<file path="src/rtl/alu_bist_pkg.sv">
// Shared types and the constant vector table for the ALU built-in self-test.
// Expected results follow the RV32I ALU: zero = (d == 0), lt = signed(op1) < signed(op2).
package alu_bist_pkg;

    typedef enum logic [3:0] {
        ALU_NOP0 = 4'h0,
        ALU_ADD  = 4'h1,
        ALU_SUB  = 4'h2,
        ALU_SLL  = 4'h3,
        ALU_SRL  = 4'h4,
        ALU_SRA  = 4'h5,
        ALU_AND  = 4'h6,
        ALU_OR   = 4'h7,
        ALU_XOR  = 4'h8,
        ALU_SLT  = 4'h9,
        ALU_SLTU = 4'ha,
        ALU_PASS = 4'hb,
        ALU_NOPC = 4'hc,
        ALU_NOPD = 4'hd,
        ALU_NOPE = 4'he,
        ALU_NOPF = 4'hf
    } alu_func_t;

    typedef struct packed {
        logic [31:0] op1;
        logic [31:0] op2;
        alu_func_t   func;
        logic [31:0] exp_d;
        logic        exp_zero;
        logic        exp_lt;
    } alu_vec_t;

    typedef enum logic [2:0] {
        ST_IDLE,
        ST_DRIVE,
        ST_SETTLE,
        ST_CHECK,
        ST_DONE
    } bist_state_e;

    localparam int ALU_BIST_NUM_VEC = 16;

    // Every (op1, op2, func) triple is unique so a failing vector is unambiguous.
    localparam alu_vec_t ALU_VEC_TABLE [ALU_BIST_NUM_VEC] = '{
        '{32'h0000_0005, 32'h0000_0003, ALU_NOP0, 32'h0000_0000, 1'b1, 1'b0},
        '{32'h1234_5678, 32'hfedc_ba98, ALU_ADD,  32'h1111_1110, 1'b0, 1'b0},
        '{32'h0000_0010, 32'h0000_0020, ALU_SUB,  32'hffff_fff0, 1'b0, 1'b1},
        '{32'h1234_5678, 32'h0000_0010, ALU_SLL,  32'h5678_0000, 1'b0, 1'b0},
        '{32'h8000_0000, 32'h0000_0004, ALU_SRL,  32'h0800_0000, 1'b0, 1'b1},
        '{32'h8000_0000, 32'h0000_0004, ALU_SRA,  32'hf800_0000, 1'b0, 1'b1},
        '{32'hf0f0_f0f0, 32'h0f0f_0f0f, ALU_AND,  32'h0000_0000, 1'b1, 1'b1},
        '{32'hf0f0_f0f0, 32'h0f0f_0f0f, ALU_OR,   32'hffff_ffff, 1'b0, 1'b1},
        '{32'haaaa_aaaa, 32'haaaa_aaaa, ALU_XOR,  32'h0000_0000, 1'b1, 1'b0},
        '{32'hffff_ffff, 32'h0000_0001, ALU_SLT,  32'h0000_0001, 1'b0, 1'b1},
        '{32'hffff_ffff, 32'h0000_0001, ALU_SLTU, 32'h0000_0000, 1'b1, 1'b1},
        '{32'hdead_beef, 32'h0000_0000, ALU_PASS, 32'hdead_beef, 1'b0, 1'b1},
        '{32'h7fff_ffff, 32'h8000_0000, ALU_NOPC, 32'h0000_0000, 1'b1, 1'b0},
        '{32'h7fff_ffff, 32'h0000_0001, ALU_ADD,  32'h8000_0000, 1'b0, 1'b0},
        '{32'h0000_0001, 32'h0000_003f, ALU_SLL,  32'h8000_0000, 1'b0, 1'b1},
        '{32'h7fff_ffff, 32'h0000_001f, ALU_SRA,  32'h0000_0000, 1'b1, 1'b0}
    };

endpackage

</file>
<file path="src/rtl/alu_bist_rom.sv">
// Combinational lookup of one self-test vector by index.
module alu_bist_rom
    import alu_bist_pkg::*;
#(
    parameter int IDX_W = 4
) (
    input  logic [IDX_W-1:0] idx_i,
    output alu_vec_t         vec_o
);

    // NOTE: a constant table is pure decode; it holds no state and needs no reset.
    always_comb begin
        vec_o = ALU_VEC_TABLE[idx_i];
    end

endmodule

</file>
<file path="src/rtl/alu_bist.sv">
// ALU self-test initiator: steps through the vector table, drives the ALU operands,
// compares the ALU response and reports a verdict, error count and first failing index.
module alu_bist
    import alu_bist_pkg::*;
#(
    parameter int NUM_VEC       = ALU_BIST_NUM_VEC,
    parameter int SETTLE_CYCLES = 1,
    parameter int IDX_W         = 4
) (
    input  logic             clk_i,
    input  logic             rst_n_i,
    input  logic             start_i,
    input  logic             abort_i,
    output logic [31:0]      op1_o,
    output logic [31:0]      op2_o,
    output logic [3:0]       func_o,
    input  logic [31:0]      d_i,
    input  logic             zero_i,
    input  logic             lt_i,
    output logic             busy_o,
    output logic             done_o,
    output logic             pass_o,
    output logic [IDX_W:0]   err_cnt_o,
    output logic             first_err_vld_o,
    output logic [IDX_W-1:0] first_err_idx_o
);

    localparam int               WAIT_W    = (SETTLE_CYCLES > 1) ? $clog2(SETTLE_CYCLES) : 1;
    localparam logic [WAIT_W-1:0] WAIT_LAST = WAIT_W'(SETTLE_CYCLES - 1);
    localparam logic [WAIT_W-1:0] WAIT_ONE  = WAIT_W'(1);
    localparam logic [IDX_W-1:0]  IDX_LAST  = IDX_W'(NUM_VEC - 1);
    localparam logic [IDX_W-1:0]  IDX_ONE   = IDX_W'(1);
    localparam logic [IDX_W:0]    ERR_MAX   = '1;
    localparam logic [IDX_W:0]    ERR_ONE   = (IDX_W+1)'(1);

    bist_state_e       state_q, state_d;
    logic [IDX_W-1:0]  idx_q, idx_d;
    logic [WAIT_W-1:0] wait_q, wait_d;
    logic [31:0]       op1_q, op1_d;
    logic [31:0]       op2_q, op2_d;
    logic [3:0]        func_q, func_d;
    logic              busy_q, busy_d;
    logic              done_q, done_d;
    logic              pass_q, pass_d;
    logic [IDX_W:0]    err_cnt_q, err_cnt_d;
    logic              first_vld_q, first_vld_d;
    logic [IDX_W-1:0]  first_idx_q, first_idx_d;

    alu_vec_t vec;
    logic     mismatch;

    alu_bist_rom #(.IDX_W(IDX_W)) u_rom (
        .idx_i (idx_q),
        .vec_o (vec)
    );

    assign mismatch = (d_i != vec.exp_d) | (zero_i != vec.exp_zero) | (lt_i != vec.exp_lt);

    // NOTE: every _d gets its hold value first, so no branch can leave a latch behind.
    always_comb begin
        state_d     = state_q;
        idx_d       = idx_q;
        wait_d      = wait_q;
        op1_d       = op1_q;
        op2_d       = op2_q;
        func_d      = func_q;
        busy_d      = busy_q;
        done_d      = 1'b0;
        pass_d      = pass_q;
        err_cnt_d   = err_cnt_q;
        first_vld_d = first_vld_q;
        first_idx_d = first_idx_q;

        case (state_q)
            ST_IDLE: begin
                if (start_i) begin
                    err_cnt_d   = '0;
                    first_vld_d = 1'b0;
                    first_idx_d = '0;
                    pass_d      = 1'b0;
                    idx_d       = '0;
                    busy_d      = 1'b1;
                    state_d     = ST_DRIVE;
                end
            end
            ST_DRIVE: begin
                op1_d   = vec.op1;
                op2_d   = vec.op2;
                func_d  = vec.func;
                wait_d  = '0;
                state_d = ST_SETTLE;
            end
            ST_SETTLE: begin
                if (wait_q == WAIT_LAST) state_d = ST_CHECK;
                else                     wait_d  = wait_q + WAIT_ONE;
            end
            ST_CHECK: begin
                if (mismatch) begin
                    if (err_cnt_q != ERR_MAX) err_cnt_d = err_cnt_q + ERR_ONE;
                    if (!first_vld_q) begin
                        first_vld_d = 1'b1;
                        first_idx_d = idx_q;
                    end
                end
                if (idx_q == IDX_LAST) begin
                    // Outputs are registered, so DONE's values are loaded on the way in.
                    state_d = ST_DONE;
                    done_d  = 1'b1;
                    busy_d  = 1'b0;
                    pass_d  = (err_cnt_d == '0);
                    op1_d   = '0;
                    op2_d   = '0;
                    func_d  = '0;
                end else begin
                    idx_d   = idx_q + IDX_ONE;
                    state_d = ST_DRIVE;
                end
            end
            ST_DONE: state_d = ST_IDLE;
            default: state_d = ST_IDLE;
        endcase

        // Abort overrides any update above, including a CHECK in the same cycle.
        if (abort_i && (state_q != ST_IDLE)) begin
            state_d     = ST_IDLE;
            busy_d      = 1'b0;
            done_d      = 1'b0;
            pass_d      = 1'b0;
            err_cnt_d   = err_cnt_q;
            first_vld_d = first_vld_q;
            first_idx_d = first_idx_q;
            op1_d       = '0;
            op2_d       = '0;
            func_d      = '0;
        end
    end

    // NOTE: sequential state uses non-blocking assignments so every flop samples pre-edge values.
    always_ff @(posedge clk_i or negedge rst_n_i) begin
        if (!rst_n_i) begin
            state_q     <= ST_IDLE;
            idx_q       <= '0;
            wait_q      <= '0;
            op1_q       <= '0;
            op2_q       <= '0;
            func_q      <= '0;
            busy_q      <= 1'b0;
            done_q      <= 1'b0;
            pass_q      <= 1'b0;
            err_cnt_q   <= '0;
            first_vld_q <= 1'b0;
            first_idx_q <= '0;
        end else begin
            state_q     <= state_d;
            idx_q       <= idx_d;
            wait_q      <= wait_d;
            op1_q       <= op1_d;
            op2_q       <= op2_d;
            func_q      <= func_d;
            busy_q      <= busy_d;
            done_q      <= done_d;
            pass_q      <= pass_d;
            err_cnt_q   <= err_cnt_d;
            first_vld_q <= first_vld_d;
            first_idx_q <= first_idx_d;
        end
    end

    assign op1_o           = op1_q;
    assign op2_o           = op2_q;
    assign func_o          = func_q;
    assign busy_o          = busy_q;
    assign done_o          = done_q;
    assign pass_o          = pass_q;
    assign err_cnt_o       = err_cnt_q;
    assign first_err_vld_o = first_vld_q;
    assign first_err_idx_o = first_idx_q;

endmodule
</file>
<file path="config.mk">
export PLATFORM = sky130hd
export DESIGN_NAME = alu_bist
export DESIGN_NICKNAME = d
export VERILOG_FILES = /design/src/rtl/alu_bist_pkg.sv /design/src/rtl/alu_bist_rom.sv /design/src/rtl/alu_bist.sv
export SDC_FILE = /design/constraint.sdc
export NUM_CORES = 1
export LEC_CHECK = 0
export CAP_MARGIN = 20
export CORE_MARGIN = 2
export CORE_UTILIZATION = 50
export CTS_BUF_LIST = sky130_fd_sc_hd__clkbuf_8
export CTS_CLUSTER_DIAMETER = 150
export CTS_CLUSTER_SIZE = 16
export DETAILED_ROUTE_END_ITERATION = 16
export MAX_ROUTING_LAYER = met4
export PLACE_DENSITY = 0.8
export SETUP_SLACK_MARGIN = 0.02
export SYNTH_ARGS = -nofsm -noshare
export SYNTH_HDL_FRONTEND = slang
export SYNTH_HIERARCHICAL = 1
export SYNTH_SLANG_ARGS = --single-unit
</file>
<file path="constraint.sdc">
create_clock -name clk_i -period 4.45 [get_ports clk_i]
set_clock_uncertainty 0.15 [all_clocks]
set_input_delay 0.89 -clock clk_i [delete_from_list [all_inputs] [get_ports clk_i]]
set_output_delay 0.89 -clock clk_i [all_outputs]
set_load 0.02 [all_outputs]
</file>
==> metrics, run 1 <==
result of the run=finished, final reports clean; clock-pin transition on the worst setup and hold timing paths=0.10 ns; Core ar.=10300 um^2; Worst-Skew Late Latency=0.37 ns; antenna viol nets, final=0; final critical-path required period=3.61 ns; headroom to the max-slew limit=0.507; arithmetic-cell share of the synthesized area counting full adders, half adders and majority gates=0.0214; nets=728; number of global-route vias before repair=3942; type of the worst setup path=reg2reg; number of max-slew violations in the final report=0; post-synthesis cell count=629; average wire per standard cell=14.4 um; global router's overall resource usage=0.219; TritonCTS clock tree=done; Static Leak=2.58 nW; Horiz. Die Dim=107 um; xor/xnor share of the synthesized area=0.0600; initial antenna violation count=0; post-cts gate resize count=0; Max IR drop VDD=265 uV; Net Sw Power=1.53 mW; CP max stage cell=sky130_fd_sc_hd__dfrtp_1; Cell Rows=37; switching share of power=0.440; maximum clock frequency=277 MHz; Yosys reg bits=88; total wire length after detailed routing=11800 um; initial drt markers=258; share of the synthesized area in the top cell type=0.419; ranking of synthesized cells by area=sky130_fd_sc_hd__dfrtp_1 (42%), sky130_fd_sc_hd__nand2_1 (12%), sky130_fd_sc_hd__buf_4 (8.4%); total power density per cell area=552 nW/um^2; Inserted Diodes=0; post-route fraction of the period consumed by the critical path=0.812; total setup buffers inserted after CTS=0; aggregate global routing overflow=0; Reg2Reg Depth=10; internal power contribution=1.95 mW; WP data required=4.57 ns; complex-gate fraction of the synthesized area=0.169; number of search-and-repair iterations in the first detailed-routing pass=5; maximum fanout encountered on the critical timing path=16; Main synth FF type=sky130_fd_sc_hd__dfrtp_1; post-layout power=3.48 mW; Worst Path Arrival=3.74 ns; via count normalized by instance count=5.24; placer's final routability congestion estimate=0.888; top cell type by total area after synthesis=sky130_fd_sc_hd__dfrtp_1; Hold Path Cell Cnt=2; pin count of the biggest net entering global routing=78; Area growth, synth to finish=20.0%; post-route cell area=6310 um^2; sequential cell area fraction in the yosys report=0.419; number of sinks driven by the clock tree=88; Register Area=2200 um^2; number of synthesized flops with an enable pin=0; launching element type of the critical path=flop; H-tree Lvls=3; simple logic cell fraction of the synthesized area=0.191; wire length of the first global-routing pass=19300 um; Mean Syn Cell Area=8.35 um^2; share of total power in the clock network=0.158; logic gate share of total power=0.520; share of synthesized registers carrying an async set or reset=1.00; worst-path cell chain=ha_1, nand2b_1, a21o_1, nand2_1, xnor2_1, nand4_1, nor4_2, and3_1, mux2_4, a31o_1; buffer type at the clock tree root=sky130_fd_sc_hd__clkbuf_8; total standard cell area after synthesis=5260 um^2; sum of net half-perimeters after detailed placement=8640 um; number of max-cap violations=0; combinational family with the most area after synthesis=simple AND/OR/NAND/NOR gates; largest stage delay on the critical path=0.66 ns; Sequential Power Share=0.321; vias after detailed routing=4305; layout cells sized above 1=0.0598; Chip Height=107 um; final routed DRC violation total=0; hold violation total from the final report=0; Die Outline Area=11300 um^2; worst setup slack after layout=0.836 ns; FILL cells=926; count of pins on the block boundary=119; Port Buf Inserts=118; transition at the pin with the smallest max-transition slack=0.739 ns; initial core utilization=0.511; sort of element at the end of the critical path=flop; HP Class=reg2reg; fraction of synthesized area in multiplexers=0.0198; area of the multi-input gates=2450 um^2; sum of negative setup slack=0 ns; RSZ-0062 raised after global routing=no; hold buffer count at cts=0; number of buffers created by CTS=9; Clock Path Buffers=2; post-synthesis cell type count=50; placed cell area=6110 um^2; Worst Setup Slack post-DPL=0.871 ns; Synth warnings=6; Setup violations, final=0
==> cell usage in the layout, fill, tap and decap left out, drive strengths merged, types with 7 or more instances in the layout <==
cell type	n
a31oi	7
o21ai	97
nand2b	8
buf	9
nor3	7
clkbuf	9
nand4	11
xnor2	34
dfrtp	88
nor2	16
clkdlybuf4s50	117
ha	9
nand2	169
inv	12
a21oi	30
==> metrics by stage <==
step	cells	utilization	hold slack (ns)
floorplan	630	-	0.389
global placement	806	0.595	0.310
detailed placement	806	0.595	0.320
CTS	822	0.614	0.339
global route	822	0.614	0.368
finish	822	0.614	0.335
==> final timing paths <==
| path | from | to | slack [ns] |
|---|---|---|---|
| setup / recovery | idx_q[1]$_DFFE_PN0P_ | pass_o$_DFFE_PN0P_ | 0.84 |
| hold / removal | op1_o[9]$_DFFE_PN0P_ | op1_o[9]$_DFFE_PN0P_ | 0.33 |
| setup reg to reg | idx_q[1]$_DFFE_PN0P_ | pass_o$_DFFE_PN0P_ | 0.84 |
| hold reg to reg | op1_o[9]$_DFFE_PN0P_ | op1_o[9]$_DFFE_PN0P_ | 0.33 |
| max in group asynchronous | rst_n_i | op2_o[5]$_DFFE_PN0P_ | 2.86 |
| min in group asynchronous | rst_n_i | op1_o[10]$_DFFE_PN0P_ | 0.44 |
==> routing by layer <==
metal  vias up  GRT usage  share of wire
met3        16     0.0380          0.055
met5         -          -              0
met1      1981      0.308           0.47
met4         0     0.0538          0.014
met2       148      0.332           0.46
li1       2160          -              -
==> area by class of cell <==
| cell class | instances | area share |
|---|---|---|
| repair buffers | 126 | 0.198 |
| clock inverters | 7 | 0.0111 |
| well taps | 136 | 0.0270 |
| flip-flops and latches | 88 | 0.349 |
| clock buffers | 9 | 0.0196 |
| inverters | 11 | 0.00655 |
| multi-input cells | 445 | 0.388 |
==> power by group through the flow <==
stage | Combinational [mW] | Sequential [mW] | Clock [mW]
after floorplan | 1.25 | 1.28 | 0
after detailed placement | 1.81 | 1.13 | 0
final | 1.81 | 1.12 | 0.552
after global routing | 2.01 | 1.14 | 0.598
after CTS | 1.82 | 1.12 | 0.563
after global placement | 1.78 | 1.12 | 0
==> registers in the layout, summed over array words and instances (netlist names) <==
register and cells:
op1_o 32, op2_o 32, err_cnt_o 5, first_err_idx_o 4, func_o 4, idx_q 4
state_q 3, busy_o 1, done_o 1, first_err_vld_o 1, pass_o 1
==> cell families after synthesis <==
| family | after synthesis |
|---|---|
| multiplexers | 8 |
| flip-flops | 88 |
| XOR/XNOR | 36 |
| buffers and inverters | 97 |
| adder cells (fa/ha/maj) | 9 |
| AO/OA/AOI/OAI | 158 |
| AND/OR/NAND/NOR | 232 |
| other | 1 |
==> synth_stat cells (8+ instances only) <==
| cell | n |
|---|---|
| sky130_fd_sc_hd__nand2_1 | 166 |
| sky130_fd_sc_hd__buf_2 | 9 |
| sky130_fd_sc_hd__clkbuf_1 | 14 |
| sky130_fd_sc_hd__a21oi_1 | 27 |
| sky130_fd_sc_hd__ha_1 | 9 |
| sky130_fd_sc_hd__buf_4 | 59 |
| sky130_fd_sc_hd__nand4_1 | 11 |
| sky130_fd_sc_hd__xnor2_1 | 34 |
| sky130_fd_sc_hd__inv_1 | 10 |
| sky130_fd_sc_hd__dfrtp_1 | 88 |
| sky130_fd_sc_hd__o21ai_1 | 16 |
| sky130_fd_sc_hd__nor2_1 | 15 |
| sky130_fd_sc_hd__nand2b_1 | 8 |
| sky130_fd_sc_hd__o21ai_0 | 81 |
==> worst max-delay path, delay by kind of cell (launching register included) <==
family	cells	cell delay, ns
AOI/OAI and AO/OA	2	0.37
and+or+nand+nor	5	1.45
adders and majority gates	1	0.38
xor gates and xnor gates	1	0.17
muxes	1	0.32
DFF	1	0.66
Power figures use the tool's default switching activity.
==> run 2: changes to the inputs <==
==> constraint.sdc (replaced) <==
create_clock -name clk_i -period 3.7 [get_ports clk_i]
set_clock_uncertainty 0.15 [all_clocks]
set_input_delay 0.74 -clock clk_i [delete_from_list [all_inputs] [get_ports clk_i]]
set_output_delay 0.74 -clock clk_i [all_outputs]
set_load 0.02 [all_outputs]
==> run 2 against run 1 <==
Design area is 1.8% higher; highest routed layer unchanged; critical path depth stayed put; largest power group unchanged; global-route usage is 1.1 points higher; via count is 1.8% higher; wire length is 3.4% higher; setup slack worse by 0.56 ns; core utilization is 1.1 points higher; largest cell class unchanged.
==> metrics, run 2 (synthesis results as in run 1) <==
number of buffers created by CTS=9; Area growth, synth to finish=22.2%; average wire per standard cell=14.7 um; via count normalized by instance count=5.29; clock-pin transition on the worst setup and hold timing paths=0.10 ns; hold violation total from the final report=0; sum of net half-perimeters after detailed placement=8820 um; initial core utilization=0.511; total wire length after detailed routing=12200 um; commonest cells after routing, fill and taps aside=sky130_fd_sc_hd__nand2_1 (165), sky130_fd_sc_hd__clkdlybuf4s50_1 (117), sky130_fd_sc_hd__dfrtp_1 (88); Worst Path Arrival=3.54 ns; count of pins on the block boundary=119; result of the run=finished, final reports clean; number of max-slew violations in the final report=0; maximum clock frequency=292 MHz; nets=735; wire length of the first global-routing pass=20400 um; pin count of the biggest net entering global routing=137; Post-Layout Cell Count=829; Inserted Diodes=0; sum of negative setup slack=0 ns; RSZ-0062 raised after global routing=no; layout cells sized above 1=0.0707; buffer type at the clock tree root=sky130_fd_sc_hd__clkbuf_8; TritonCTS clock tree=done; initial antenna violation count=0; utilization of the core after routing=0.625; Core ar.=10300 um^2; type of the worst setup path=reg2reg; number of sinks driven by the clock tree=88; CP max stage cell=sky130_fd_sc_hd__dfrtp_1; Setup violations, final=0; Reg2Reg Depth=10; total setup buffers inserted after CTS=0; register-to-register setup slack=0.28 ns; WP data required=3.82 ns; total power density per cell area=680 nW/um^2; vias after detailed routing=4383; number of global-route vias before repair=4073; final critical-path required period=3.42 ns; maximum fanout encountered on the critical timing path=10; Worst Setup Slack post-DPL=0.267 ns; most common cell after layout, fill and taps aside=sky130_fd_sc_hd__nand2_1; hold buffer count at cts=0; Cell Rows=37; Static Leak=2.65 nW; Max IR drop VDD=524 uV; start point of the critical path=idx_q[1]$_DFFE_PN0P_; number of max-cap violations=0; Chip Height=107 um; HP Class=in2async; Die Outline Area=11300 um^2; number of search-and-repair iterations in the first detailed-routing pass=5; Clock Path Buffers=2; Horiz. Die Dim=107 um; cell count after placement=812; global router's overall resource usage=0.230; initial drt markers=303; final routed DRC violation total=0; placer's final routability congestion estimate=0.935; FILL cells=907; worst-path cell chain=inv_1, ha_1, nand2_1, a21oi_1, xnor2_1, nand4_1, nor4_2, and3_1, mux2_4, a31o_1; worst setup slack after layout=0.280 ns; aggregate global routing overflow=0; post-route fraction of the period consumed by the critical path=0.924; H-tree Lvls=3; reg-to-reg startpoint=idx_q[1]$_DFFE_PN0P_; sort of element at the end of the critical path=flop; antenna viol nets, final=0; Port Buf Inserts=118; Worst-Skew Late Latency=0.36 ns; post-layout power=4.37 mW; launching element type of the critical path=flop; largest stage delay on the critical path=0.52 ns
-- run 2: per-stage QoR --
| stage | cell area (um^2) | hold WS [ns] |
|---|---|---|
| after floorplan | 5260 | 0.294 |
| after global placement | 6160 | 0.313 |
| after detailed placement | 6160 | 0.319 |
| after CTS | 6390 | 0.340 |
| after global routing | 6420 | 0.138 |
| final | 6420 | 0.128 |
-- run 2: final cells by class --
type                       instances  area [um^2]  share of cell area
inverter                          11         41.3             0.00643
clock buffer                      10          138              0.0214
timing repair buffer             133         1320               0.206
multi-input combinational        445         2450               0.382
clock inverter                     6         97.6              0.0152
sequential                        88         2200               0.343
tap                              136          170              0.0265
-- run 2: critical path: cells and delay by family (launching register included) --
family,cells,cell delay (ns)
AO/OA/AOI/OAI,2,0.54
XOR/XNOR,1,0.17
adder cells (fa/ha/maj),1,0.48
buffers and inverters,1,0.20
flip-flops,1,0.52
multiplexers,1,0.32
AND/OR/NAND/NOR,4,0.95
-- run 2: repair_timing --
item / in CTS / in global routing
setup endpoints to repair: 0 / 1
hold endpoints to repair: 0 / 0
gates resized for setup: 0 / 1
-- run 2: layer usage --
metal	global-route usage	wire, um
met1	0.315	5540
met2	0.366	5890
met3	0.0337	680
met4	0.0510	84
met5	-	0
-- run 2: power breakdown --
part | internal, mW | switching (mW) | leakage, nW | total [mW]
clock network | 0.410 | 0.376 | 0.119 | 0.786
logic | 0.886 | 1.36 | 1.33 | 2.25
registers | 1.17 | 0.164 | 1.20 | 1.34
total | 2.47 | 1.90 | 2.65 | 4.37
-- run 2: path summary, 6_finish.rpt --
path	end
max	pass_o$_DFFE_PN0P_
min reg2reg	op1_o[13]$_DFFE_PN0P_
min	op1_o[14]$_DFFE_PN0P_
max reg2reg	pass_o$_DFFE_PN0P_
min in group clk_i	op1_o[13]$_DFFE_PN0P_
max in group asynchronous	err_cnt_o[4]$_DFFE_PN0P_
